--- src/rtl/multicycle_control_unit.sv ---
// multicycle_control_unit
//   Main control FSM and ALU decoder for the multicycle MIPS core. The FSM is
//   Moore-style. The only Mealy term is the branch PC enable, which follows
//   ZeroFlag within the BRANCH cycle.
// Ports:
//   clk, rst        clock (rising edge), asynchronous active-low reset
//   Op, Funct       instr[31:26], instr[5:0] from the instruction register
//   ZeroFlag        ALU zero flag from the datapath (combinational)
//   MemtoReg, RegDst, IorD, PCSrc, ALUScrB, ALUSrcA   datapath mux selects
//   IRWrite, MemWrite, RegWrite, PCEn                 load/write enables
//   ALUControl      010 add, 110 sub, 000 and, 001 or, 111 slt
//   IllegalOp       high in DECODE when Op is unsupported
//   State           current state, exported for debug
module multicycle_control_unit #(
  parameter int ALU_Decoder_Size             = 3,
  parameter int ScrB_Mux_Selection_Line_Size = 2,
  parameter int State_Size                   = 4
) (
  input  logic                                    clk,
  input  logic                                    rst,
  input  logic [5:0]                              Op,
  input  logic [5:0]                              Funct,
  input  logic                                    ZeroFlag,
  output logic                                    MemtoReg,
  output logic                                    RegDst,
  output logic                                    IorD,
  output logic [1:0]                              PCSrc,
  output logic [ScrB_Mux_Selection_Line_Size-1:0] ALUScrB,
  output logic                                    ALUSrcA,
  output logic                                    IRWrite,
  output logic                                    MemWrite,
  output logic                                    RegWrite,
  output logic                                    PCEn,
  output logic [ALU_Decoder_Size-1:0]             ALUControl,
  output logic                                    IllegalOp,
  output logic [State_Size-1:0]                   State
);

  localparam logic [State_Size-1:0] S_FETCH   = State_Size'(0);
  localparam logic [State_Size-1:0] S_DECODE  = State_Size'(1);
  localparam logic [State_Size-1:0] S_MEMADR  = State_Size'(2);
  localparam logic [State_Size-1:0] S_MEMRD   = State_Size'(3);
  localparam logic [State_Size-1:0] S_MEMWB   = State_Size'(4);
  localparam logic [State_Size-1:0] S_MEMWR   = State_Size'(5);
  localparam logic [State_Size-1:0] S_EXECUTE = State_Size'(6);
  localparam logic [State_Size-1:0] S_ALUWB   = State_Size'(7);
  localparam logic [State_Size-1:0] S_BRANCH  = State_Size'(8);
  localparam logic [State_Size-1:0] S_ADDIEXE = State_Size'(9);
  localparam logic [State_Size-1:0] S_ADDIWB  = State_Size'(10);
  localparam logic [State_Size-1:0] S_JUMP    = State_Size'(11);

  localparam logic [5:0] OP_RTYPE = 6'b000000;
  localparam logic [5:0] OP_LW    = 6'b100011;
  localparam logic [5:0] OP_SW    = 6'b101011;
  localparam logic [5:0] OP_BEQ   = 6'b000100;
  localparam logic [5:0] OP_ADDI  = 6'b001000;
  localparam logic [5:0] OP_J     = 6'b000010;

  localparam logic [ALU_Decoder_Size-1:0] ALU_ADD = ALU_Decoder_Size'(3'b010);
  localparam logic [ALU_Decoder_Size-1:0] ALU_SUB = ALU_Decoder_Size'(3'b110);
  localparam logic [ALU_Decoder_Size-1:0] ALU_AND = ALU_Decoder_Size'(3'b000);
  localparam logic [ALU_Decoder_Size-1:0] ALU_OR  = ALU_Decoder_Size'(3'b001);
  localparam logic [ALU_Decoder_Size-1:0] ALU_SLT = ALU_Decoder_Size'(3'b111);

  localparam logic [ScrB_Mux_Selection_Line_Size-1:0] SRCB_RD2  = ScrB_Mux_Selection_Line_Size'(2'b00);
  localparam logic [ScrB_Mux_Selection_Line_Size-1:0] SRCB_INC  = ScrB_Mux_Selection_Line_Size'(2'b01);
  localparam logic [ScrB_Mux_Selection_Line_Size-1:0] SRCB_IMM  = ScrB_Mux_Selection_Line_Size'(2'b10);
  localparam logic [ScrB_Mux_Selection_Line_Size-1:0] SRCB_IMM4 = ScrB_Mux_Selection_Line_Size'(2'b11);

  logic [State_Size-1:0] state, state_nxt;

  // State register
  always_ff @(posedge clk or negedge rst) begin
    if (!rst) state <= S_FETCH;
    else      state <= state_nxt;
  end

  // Next-state logic. Writeback/terminal states and unused encodings
  // all fall through to FETCH.
  always_comb begin
    state_nxt = S_FETCH;
    case (state)
      S_FETCH:   state_nxt = S_DECODE;
      S_DECODE: begin
        case (Op)
          OP_LW, OP_SW: state_nxt = S_MEMADR;
          OP_RTYPE:     state_nxt = S_EXECUTE;
          OP_BEQ:       state_nxt = S_BRANCH;
          OP_ADDI:      state_nxt = S_ADDIEXE;
          OP_J:         state_nxt = S_JUMP;
          default:      state_nxt = S_FETCH;
        endcase
      end
      // IR is stable, so Op is re-sampled here to split loads from stores
      S_MEMADR:  state_nxt = (Op == OP_SW) ? S_MEMWR : S_MEMRD;
      S_MEMRD:   state_nxt = S_MEMWB;
      S_EXECUTE: state_nxt = S_ALUWB;
      S_ADDIEXE: state_nxt = S_ADDIWB;
      default:   state_nxt = S_FETCH;
    endcase
  end

  // Output decode
  always_comb begin
    MemtoReg   = 1'b0;
    RegDst     = 1'b0;
    IorD       = 1'b0;
    PCSrc      = 2'b00;
    ALUScrB    = SRCB_RD2;
    ALUSrcA    = 1'b0;
    IRWrite    = 1'b0;
    MemWrite   = 1'b0;
    RegWrite   = 1'b0;
    PCEn       = 1'b0;
    ALUControl = ALU_ADD;
    IllegalOp  = 1'b0;
    case (state)
      S_FETCH: begin
        ALUScrB = SRCB_INC;
        IRWrite = 1'b1;
        PCEn    = 1'b1;
      end
      S_DECODE: begin
        // Branch target is precomputed into ALUOut here
        ALUScrB = SRCB_IMM4;
        case (Op)
          OP_LW, OP_SW, OP_RTYPE, OP_BEQ, OP_ADDI, OP_J: IllegalOp = 1'b0;
          default:                                       IllegalOp = 1'b1;
        endcase
      end
      S_MEMADR: begin
        ALUSrcA = 1'b1;
        ALUScrB = SRCB_IMM;
      end
      S_MEMRD: IorD = 1'b1;
      S_MEMWB: begin
        MemtoReg = 1'b1;
        RegWrite = 1'b1;
      end
      S_MEMWR: begin
        IorD     = 1'b1;
        MemWrite = 1'b1;
      end
      S_EXECUTE: begin
        ALUSrcA = 1'b1;
        // Unsupported funct falls back to add; writeback still happens
        case (Funct)
          6'b100010: ALUControl = ALU_SUB;
          6'b100100: ALUControl = ALU_AND;
          6'b100101: ALUControl = ALU_OR;
          6'b101010: ALUControl = ALU_SLT;
          default:   ALUControl = ALU_ADD;
        endcase
      end
      S_ALUWB: begin
        RegDst   = 1'b1;
        RegWrite = 1'b1;
      end
      S_BRANCH: begin
        ALUSrcA    = 1'b1;
        ALUControl = ALU_SUB;
        PCSrc      = 2'b01;
        PCEn       = ZeroFlag;  // Mealy: follows the flag in the same cycle
      end
      S_ADDIEXE: begin
        ALUSrcA = 1'b1;
        ALUScrB = SRCB_IMM;
      end
      S_ADDIWB: RegWrite = 1'b1;
      S_JUMP: begin
        PCSrc = 2'b10;
        PCEn  = 1'b1;
      end
      default: ;
    endcase
  end

  assign State = state;

endmodule
--- config.mk ---
export PLATFORM = sky130hd
export DESIGN_NAME = multicycle_control_unit
export DESIGN_NICKNAME = d
export VERILOG_FILES = /design/src/rtl/multicycle_control_unit.sv
export SDC_FILE = /design/constraint.sdc
export NUM_CORES = 1
export LEC_CHECK = 0
export CORE_MARGIN = 5
export CORE_UTILIZATION = 33
export DETAILED_ROUTE_END_ITERATION = 10
export GPL_TIMING_DRIVEN = 0
export PLACE_DENSITY = 0.87
export RECOVER_POWER = 25
export SETUP_SLACK_MARGIN = 0.05
export SYNTH_ARGS = -nofsm -noshare
export SYNTH_HDL_FRONTEND = slang
export SYNTH_SLANG_ARGS = --single-unit
--- constraint.sdc ---
create_clock -name clk -period 2.71 [get_ports clk]
set_input_delay 0.542 -clock clk [delete_from_list [all_inputs] [get_ports clk]]
set_output_delay 0.542 -clock clk [all_outputs]
set_load 0.02 [all_outputs]
==> impl_metrics.ini, run 1 <==
[critical_path]
critPathKind = primary input to output port
r2r_end = State[2]$_DFF_PN0_
critPathTopFamily = simple AND/OR/NAND/NOR gates
crit_path_end_kind = output port
rrSetupSlack_ns = 1.37
max_stage_delay_ns = 0.49
cpMostUsedCell = or4b_4
worst_ep_arrival_time_ns = 2.10
slowest_stage = or4b_4
reg2reg_from = State[0]$_DFF_PN0_
r2r_cells = 3
worst_setup_path_start_kind = primary input
critPathMaxFanout = 3
crit_chain = clkdlybuf4s50_1, or4b_4, or4b_4, buf_6
cp_num_buf_inv = 2
required_ns = 2.17

[floorplanning]
initial_core_util_pct = 35.6
fp.dieH_um = 47.9
fp.dieArea_um2 = 2290
io-pin-count = 35
rows = 13
die_w_um = 47.9
core_area_um2 = 1330

[timing]
slew_headroom_pct = 70.0
rsz0062_at_grt = yes
slew_viol_final = 0
post-route-period-util_pct = 97.3
max_slew.worst_pin.slew_ns = 0.451
fin_crit_ns = 2.64
hold_viol_final = 0
fin_skew_ns = 0.00343
max_freq_ghz = 0.379
setup_violations = 0
whs_ns = 0.566
setup_slack_ns = 0.0724

[finish]
drive_above_1_share_pct = 10.5
area_delta_synth_final_pct = 84.4
fin_util_pct = 65.6
final_common_cell = clkdlybuf4s50_1
n_antenna_cell = 0
largest_reg_flops = 4
num-nets-final = 122
final_cell_mix = clkdlybuf4s50_1, nor2_1, nand2_1
fin_area_um2 = 875

[flow_run]
drv_cap = 0

[synthesis]
syn-instance-count = 67
synth-seq-cells = 4
synthFlopType = dfrtp_1
ys_async_sr_fraction_pct = 100
synth-edff-count = 0
ys_types = 32
syn-cell-area_um2 = 474
synthesis.nets = 82
synth_area_per_cell_um2 = 7.08
ys_seq_area_share_pct = 21.1
synth_warnings = 0

[grt]
gr-usage-all-layers_pct = 14.7
antenna_found_initial = 0
grt_overflow_total = 0
grt_pass1_wl_mm = 2.39
grt_pass1_vias = 575
grt_max_degree = 11

[clock_network]
cts_tree = built
clk_pin_slew_ns = 0.04
cts_buffer_depth = 2
clock_latency_ns = 0.24
cts.sinks = 4
clockRootBuffer = clkbuf_4
cts_htree_levels = 1
cts_hold_buf = 0
cts_buffers = 3

[placed_design]
post-place-ws_ns = -0.337
hpwl_mm = 1.19
port_buffers = 33
gp_congestion = 0.788
place_area_um2 = 823

[detailed_routing]
drtPass1Iterations = 4
wire_per_inst_um = 13.0
routed-via-count = 651
drt_wl_total_mm = 1.56
post-route-drc-count = 0
drt-initial-drc-count = 10
via_per_inst = 5.43
ant_nets = 0

[pwr]
vdd_ir_drop_max_v = 0.000381
power_density_nw_per_um2 = 789
p_leak_nw = 0.341

[outcome]
outcome = complete, no violations

[hold_path]
hp-class = primary input to async pin
## where the power goes
| part | internal [W] | total [W] | switching (W) |
|---|---|---|---|
| Sequential | 0.0000771 | 0.000100 | 0.0000228 |
| Combinational | 0.000234 | 0.000516 | 0.000282 |
| Clock | 0.0000496 | 0.0000744 | 0.0000248 |
## cells in the mapped netlist (2+ instances only)
master | number | area, um2
nor2_1 | 9 | 33.8
nor4_1 | 2 | 12.5
nor3_1 | 5 | 25.0
clkbuf_1 | 3 | 11.3
nand2_1 | 6 | 22.5
dfrtp_1 | 4 | 100
o21ai_0 | 2 | 10.0
and3_1 | 2 | 12.5
a21oi_1 | 5 | 25.0
xor2_1 | 3 | 26.3
nand2b_1 | 4 | 25.0
inv_1 | 2 | 7.51
## routing by layer
layer  GRT usage (%)  share of wire [%]  up-vias
li1                -                  -      328
met5               0                  0        -
met3            5.26                 13        4
met1            15.4                 40      285
met2            26.9                 45       34
met4            4.84                1.7        0
## cell type report
type	count	area [um2]
buffer	5	26.3
clock buffer	3	22.5
fill	125	459
inverter	2	7.51
multi-input combinational	56	357
sequential	4	100
tap	15	18.8
timing repair buffer	35	343
## worst register-to-register path: cells and delay by family (launching register included)
kind                   cells  cell delay [ns]
buffers and inverters      1             0.36
and+or+nand+nor            2             0.45
DFF                        1             0.42
## worst max-delay path by stage
stage / slack [ns] / cells after the start / end / start
after detailed placement: -0.34 / 4 / ALUControl[1] / Funct[4]
after CTS: 0.04 / 4 / ALUControl[1] / Funct[4]
final: 0.07 / 4 / ALUControl[1] / Funct[5]
after global routing: 0.04 / 5 / ALUControl[1] / State[3]$_DFF_PN0_
after floorplan: 0.32 / 4 / ALUControl[1] / State[3]$_DFF_PN0_
after global placement: -0.34 / 4 / ALUControl[1] / Funct[4]
## through the flow
| step | TNS, ns | cells | total power [W] |
|---|---|---|---|
| after CTS | 0 | 118 | 0.000687 |
| after floorplan | 0 | 67 | 0.000382 |
| final | 0 | 120 | 0.000690 |
| after global routing | 0 | 120 | 0.000742 |
| after global placement | -0.537 | 115 | 0.000608 |
| after detailed placement | -0.564 | 115 | 0.000614 |
## cells by family after synthesis
group | synth area share (%)
buffers and inverters | 5.80
and+or+nand+nor | 45.9
xor gates and xnor gates | 5.54
DFF | 21.1
AOI/OAI and AO/OA | 21.6
## timing repair
action,in CTS,in global routing
endpoints found under the setup margin,4,1
resized for setup,8,6
buffers inserted,0,2
pin swaps,0,1
(Power assumes the default switching activity.)
==> run 2, diff against run 1 <==
--- a/config.mk
+++ b/config.mk
@@ -12,6 +12,7 @@
 export PLACE_DENSITY = 0.87
 export RECOVER_POWER = 25
 export SETUP_SLACK_MARGIN = 0.05
+export SLEW_MARGIN = 30
 export SYNTH_ARGS = -nofsm -noshare
 export SYNTH_HDL_FRONTEND = slang
 export SYNTH_SLANG_ARGS = --single-unit
==> results of run 2 <==
No change in the layout: final DEF, timing and power equal those of run 1.
